==> src/rtl/serial_sub_pkg.sv <==
// serial_sub_pkg: shared FSM encodings and default width for the serial subtractor
package serial_sub_pkg;
  localparam int DEFAULT_WIDTH = 8;
  localparam logic [1:0] S_IDLE = 2'd0;
  localparam logic [1:0] S_RUN  = 2'd1;
  localparam logic [1:0] S_DONE = 2'd2;
endpackage

==> src/rtl/half_subtractor.sv <==
// half_subtractor: one-bit difference and borrow of x - y
module half_subtractor (
  input  logic x,
  input  logic y,
  output logic d,
  output logic b
);
  assign d = x ^ y;
  assign b = ~x & y;
endmodule

==> src/rtl/serial_sub_bit.sv <==
// serial_sub_bit: full-subtract cell built from two half subtractors and an OR
module serial_sub_bit (
  input  logic ai,
  input  logic bi,
  input  logic br,
  output logic d,
  output logic br_next
);
  logic d1, b1, b2;
  half_subtractor hs_ab (.x(ai), .y(bi), .d(d1), .b(b1));
  half_subtractor hs_br (.x(d1), .y(br), .d(d),  .b(b2));
  assign br_next = b1 | b2;
endmodule

==> src/rtl/serial_subtractor_ctrl.sv <==
// serial_subtractor_ctrl: LSB-first bit-serial unsigned subtractor with start/busy/done handshake
module serial_subtractor_ctrl
  import serial_sub_pkg::*;
#(
  parameter int WIDTH = DEFAULT_WIDTH
) (
  input  logic             clk,
  input  logic             rst,
  input  logic             start,
  input  logic [WIDTH-1:0] a,
  input  logic [WIDTH-1:0] b,
  output logic             busy,
  output logic             done,
  output logic [WIDTH-1:0] diff,
  output logic             borrow_out
);
  localparam int CW = $clog2(WIDTH);
  logic [1:0]       state_q, state_d;
  logic [WIDTH-1:0] a_q, a_d, b_q, b_d, res_q, res_d, diff_q, diff_d;
  logic [CW-1:0]    cnt_q, cnt_d;
  logic             br_q, br_d, borrow_q, borrow_d;
  logic             d, br_next, run, accept, last;
  serial_sub_bit u_bit (.ai(a_q[0]), .bi(b_q[0]), .br(br_q), .d(d), .br_next(br_next));
  // next-state, shift and capture logic; the counter holds on the final bit so it never wraps
  always_comb begin
    run      = state_q == S_RUN;
    accept   = start && (state_q == S_IDLE || state_q == S_DONE);
    last     = run && cnt_q == CW'(WIDTH - 1);
    state_d  = accept ? S_RUN : run ? (last ? S_DONE : S_RUN) : S_IDLE;
    a_d      = accept ? a : run ? a_q >> 1 : a_q;
    b_d      = accept ? b : run ? b_q >> 1 : b_q;
    br_d     = accept ? 1'b0 : run ? br_next : br_q;
    cnt_d    = accept ? '0 : (run && !last) ? cnt_q + 1'b1 : cnt_q;
    res_d    = accept ? '0 : run ? {d, res_q[WIDTH-1:1]} : res_q;
    diff_d   = last ? res_d : diff_q;
    borrow_d = last ? br_next : borrow_q;
  end
  // state and datapath registers, cleared asynchronously so a reset aborts any operation at once
  always_ff @(posedge clk or posedge rst) begin
    if (rst) begin
      state_q  <= S_IDLE;
      a_q      <= '0;
      b_q      <= '0;
      res_q    <= '0;
      diff_q   <= '0;
      cnt_q    <= '0;
      br_q     <= 1'b0;
      borrow_q <= 1'b0;
    end else begin
      state_q  <= state_d;
      a_q      <= a_d;
      b_q      <= b_d;
      res_q    <= res_d;
      diff_q   <= diff_d;
      cnt_q    <= cnt_d;
      br_q     <= br_d;
      borrow_q <= borrow_d;
    end
  end
  assign busy       = state_q == S_RUN;
  assign done       = state_q == S_DONE;
  assign diff       = diff_q;
  assign borrow_out = borrow_q;
endmodule
==> config.mk <==
export PLATFORM = sky130hd
export DESIGN_NAME = serial_subtractor_ctrl
export DESIGN_NICKNAME = d
export VERILOG_FILES = /design/src/rtl/serial_sub_pkg.sv /design/src/rtl/half_subtractor.sv /design/src/rtl/serial_sub_bit.sv /design/src/rtl/serial_subtractor_ctrl.sv
export SDC_FILE = /design/constraint.sdc
export NUM_CORES = 1
export LEC_CHECK = 0
export ABC_CLOCK_PERIOD_IN_PS = 2100
export CORE_MARGIN = 1
export CORE_UTILIZATION = 50
export DETAILED_ROUTE_END_ITERATION = 12
export GPL_TIMING_DRIVEN = 1
export PLACE_DENSITY = 0.83
export SYNTH_ARGS = -nofsm -noshare
export SYNTH_HDL_FRONTEND = slang
export SYNTH_SLANG_ARGS = --single-unit
==> constraint.sdc <==
create_clock -name clk -period 2.1 [get_ports clk]
set_clock_uncertainty 0.2 [all_clocks]
set_input_delay 0.525 -clock clk [delete_from_list [all_inputs] [get_ports clk]]
set_output_delay 0.525 -clock clk [all_outputs]
set_load 0.1 [all_outputs]
==> reports/metrics.sh <==
CORE.ROWCOUNT=20
RUN_STATUS='completed'
CRITICAL_PATH_REQUIRED_NS=1.37
CRITPATHKIND='register to primary output'
CLK_TRANSITION_REPORTED_PATHS_NS=0.11
FIRST_GLOBAL_VIAS=1133
PORT_BUFFERS=29
VIAS=1138
WORST_HOLD_PATH_TYPE='register to register'
POWER_LEAKAGE_nW=1.016
FINAL.SETUP.TNS_NS=0
DIE_X_UM=58.31
POST_SYNTH_FA_HA_MAJ_AREA_FRACTION_PCT=2.841
ROUTED_WIRE_LENGTH_PER_INSTANCE_UM=14.92
SETUP_VIOL=0
MIN_PERIOD_NS=2.044
SYNTH_COMPOUND_AREA_SHARE_PCT=18.23
SYN-NUM-NETS=157
REMAINING_ROUTING_DRC_VIOLATIONS=0
WORST_SLEW_MARGIN_REL_PCT=52.32
TRITONCTS='yes'
DRTITER0DRC=41
NET_COUNT_OF_THE_FINISHED_LAYOUT=192
DETAIL_ROUTE.FIRST_PASS.ITERATIONS=4
DRV.MAX_CAP_VIOLATION_COUNT=0
CLOCKBUFFERDEPTH=2
FINALWORSTSETUPSLACK_NS=0.05594
LARGEST_NET_DEGREE_AT_THE_START_OF_GLOBAL_ROUTING=39
NUMBER_OF_SINKS_ON_THE_CLOCK_NET=38
FINALCOREUTILIZATION_PCT=71.36
R2R_CELLS=5
SETUP_SLACK_REG_TO_REG_NS=0.32
GRT_PASS1_WL_UM=5230
HPWL_UM=2233
CLOCK_LATENCY_NS=0.34
AREA.GROWTH.SYNTH_TO_FINAL_PCT=36.31
VIAS_PER_CELL=5.293
SYNTHMUXAREASHARE_PCT=6.393
MULTI_INPUT_AREA_UM2=528.0
WORST_R2R_STARTPOINT='cnt_q[1]'
ANTENNA_CELLS=0
YOSYS.AREA_SHARE.XOR_XNOR_PCT=0
SYNTH_SEQ_CELLS=38
SYNTH_CELLS=135
WORSTSETUPENDPOINTTYPE='primary output'
GRT_OVERFLOW_TOTAL=0
SYNTH.AVG_CELL_AREA_UM2=11.74
FINAL_LAYOUT_SIZE_SUFFIX_GT1_SHARE_PCT=22.81
WORSTHOLDPATHCELLS=1
SYNTH_TOP_FAMILY_BY_AREA='compound AO/OA/AOI/OAI gates'
LAYOUT_WORST_PATH_CYCLE_SHARE_PCT=97.34
CTS_HOLD_BUFFERS=0
IO_PINS=30
SYNTH_AREA_MM2=0.001585
TIMING_HOLD_VIOLATIONS_FINAL=0
DIE_HEIGHT_UM=58.31
START_KIND='register'
GROUTE.USAGE.OVERALL_PCT=21.37
HOLD_PATH_END='cnt_q[0]'
CTS_ROOT_BUFFER='sky130_fd_sc_hd__clkbuf_4'
TOTAL_POWER_PER_UNIT_CELL_AREA_mW_PER_MM2=1834
CRITICAL_PATH_PEAK_FANOUT=7
POST_CTS_BUFFERS=0
IR_DROP_V=0.001317
SYNTH.YOSYS.SEQ_AREA_SHARE_PCT=59.98
R2R_END='borrow_out'
FINALWIRELENGTH_UM=3207
POSTCTSRESIZEDCELLS=1
MIN-DELAY-START='cnt_q[0]'
YOSYSWARNINGCOUNT=0
POST_SYNTH_AND_OR_NAND_NOR_AREA_FRACTION_PCT=5.367
CP.ARRIVAL_NS=1.32
PLACE.GP.CONGESTION=0.7151
FULL_DIE_AREA_MM2=0.003399
WORST-SLEW-PIN-TRANSITION_NS=0.7152
ANTENNA_FOUND_INITIAL=0
YS_TYPES=25
SEQCELLAREA_UM2=952.2
N_FILL_CELL=211
REPORT.FINAL.SLEW_VIOL_COUNT=0
CTS_HTREE_LEVELS=2
ANT_NETS=0
GRT_SETUP_UNREPAIRED='false'
FP.COREAREA_MM2=0.003028
INITIAL_UTILIZATION_PCT=52.36
POST_PLACE_WORST_SLACK_NS=-0.09115
MAX_FREQ_MHz=489.2
CTS_INSERTED_BUFFERS=5
-- worst max path at each step --
stage	startpoint	end	slack [ns]	depth (start not counted)
after floorplan	state_q[1]	res_q[1]	0.01	4
after global placement	start	b_q[7]	-0.02	4
after detailed placement	start	res_q[1]	-0.09	4
after CTS	state_q[1]	busy	0.02	3
after global routing	state_q[1]	busy	0.005	3
final	state_q[1]	busy	0.06	3
-- power by group --
part / internal [mW] / leakage (nW) / switching (mW)
sequential: 1.06 / 0.468 / 0.259
combinational: 0.795 / 0.490 / 1.20
clock: 0.403 / 0.0585 / 0.243
total: 2.26 / 1.02 / 1.70
-- per-stage QoR --
step	power (mW)	area, µm²	instances	hold slack [ns]
finish	3.963	2161	215	0.3050
global route	4.169	2161	215	0.3183
floorplan	2.631	1593	135	0.2568
global placement	3.215	2047	207	0.2725
CTS	3.984	2160	215	0.3136
detailed placement	3.326	2047	207	0.2973
-- synthesized netlist by cell type --
master	n	area share [%]
sky130_fd_sc_hd__a21oi_1	15	4.7
sky130_fd_sc_hd__nor2_2	1	0.39
sky130_fd_sc_hd__fa_1	1	1.3
sky130_fd_sc_hd__nand3b_1	1	0.47
sky130_fd_sc_hd__mux2_2	9	6.4
sky130_fd_sc_hd__o22ai_1	14	5.5
sky130_fd_sc_hd__a31oi_1	1	0.39
sky130_fd_sc_hd__clkinv_1	1	0.24
sky130_fd_sc_hd__nand2b_1	1	0.39
sky130_fd_sc_hd__buf_2	4	1.3
sky130_fd_sc_hd__o211ai_1	2	0.95
sky130_fd_sc_hd__inv_1	17	4.0
sky130_fd_sc_hd__nor2b_1	3	1.2
sky130_fd_sc_hd__o21ai_0	2	0.63
sky130_fd_sc_hd__nor2_1	1	0.24
sky130_fd_sc_hd__nand2_1	5	1.2
sky130_fd_sc_hd__dfrtp_1	38	60
sky130_fd_sc_hd__nand3_1	2	0.63
sky130_fd_sc_hd__nand2b_4	1	0.87
sky130_fd_sc_hd__a22o_1	9	5.0
sky130_fd_sc_hd__o2bb2ai_1	1	0.55
sky130_fd_sc_hd__ha_1	2	1.6
sky130_fd_sc_hd__buf_6	1	0.71
sky130_fd_sc_hd__a21o_1	1	0.47
sky130_fd_sc_hd__buf_4	2	0.95
-- state kept, by name, indices dropped and copies added, names as in the netlist --
signal and cells:
res_q 7, diff 8, cnt_q 3, state_q 2
br_q 1, borrow_out 1, a_q 8, b_q 8
-- critical path, cell delays in order (launching register included) --
cell and delay [ns]:
sky130_fd_sc_hd__dfrtp_2 0.47, sky130_fd_sc_hd__nand2b_1 0.19, sky130_fd_sc_hd__clkinv_2 0.13, sky130_fd_sc_hd__buf_12 0.19
-- layer usage --
layer  GRT usage, %  routed length, µm  share of wire, %
met1          27.72               1407                44
met2          34.15               1627                51
met3          7.253                143               4.5
met4          6.803                 28              0.87
met5              0                  0                 0
-- layout by cell type, fill, tap and decap left out, drive strengths merged, types with 3 or more instances in the layout --
master          n
buf            17
clkbuf          6
a22o            9
mux2            9
a21oi          15
nor2b           3
clkdlybuf4s50  18
o22ai          14
nand2           5
dfrtp          38
inv            17
-- cells by family (layout without fill, tap and decap cells) --
kind of cell	Yosys count	after routing
compound gates	45	45
flops	38	38
buf+inv	25	61
simple gates	15	15
mux	9	9
fa+ha+maj	3	3
-- layout make-up --
| type | instances | area share, % |
|---|---|---|
| multi-input cells | 72 | 24.44 |
| flip-flops and latches | 38 | 44.06 |
| repair buffers | 35 | 20.61 |
| inverters | 18 | 3.185 |
| well taps | 44 | 2.548 |
| clock inverters | 2 | 2.779 |
| clock buffers | 6 | 2.374 |
(Power assumes the default switching activity.)
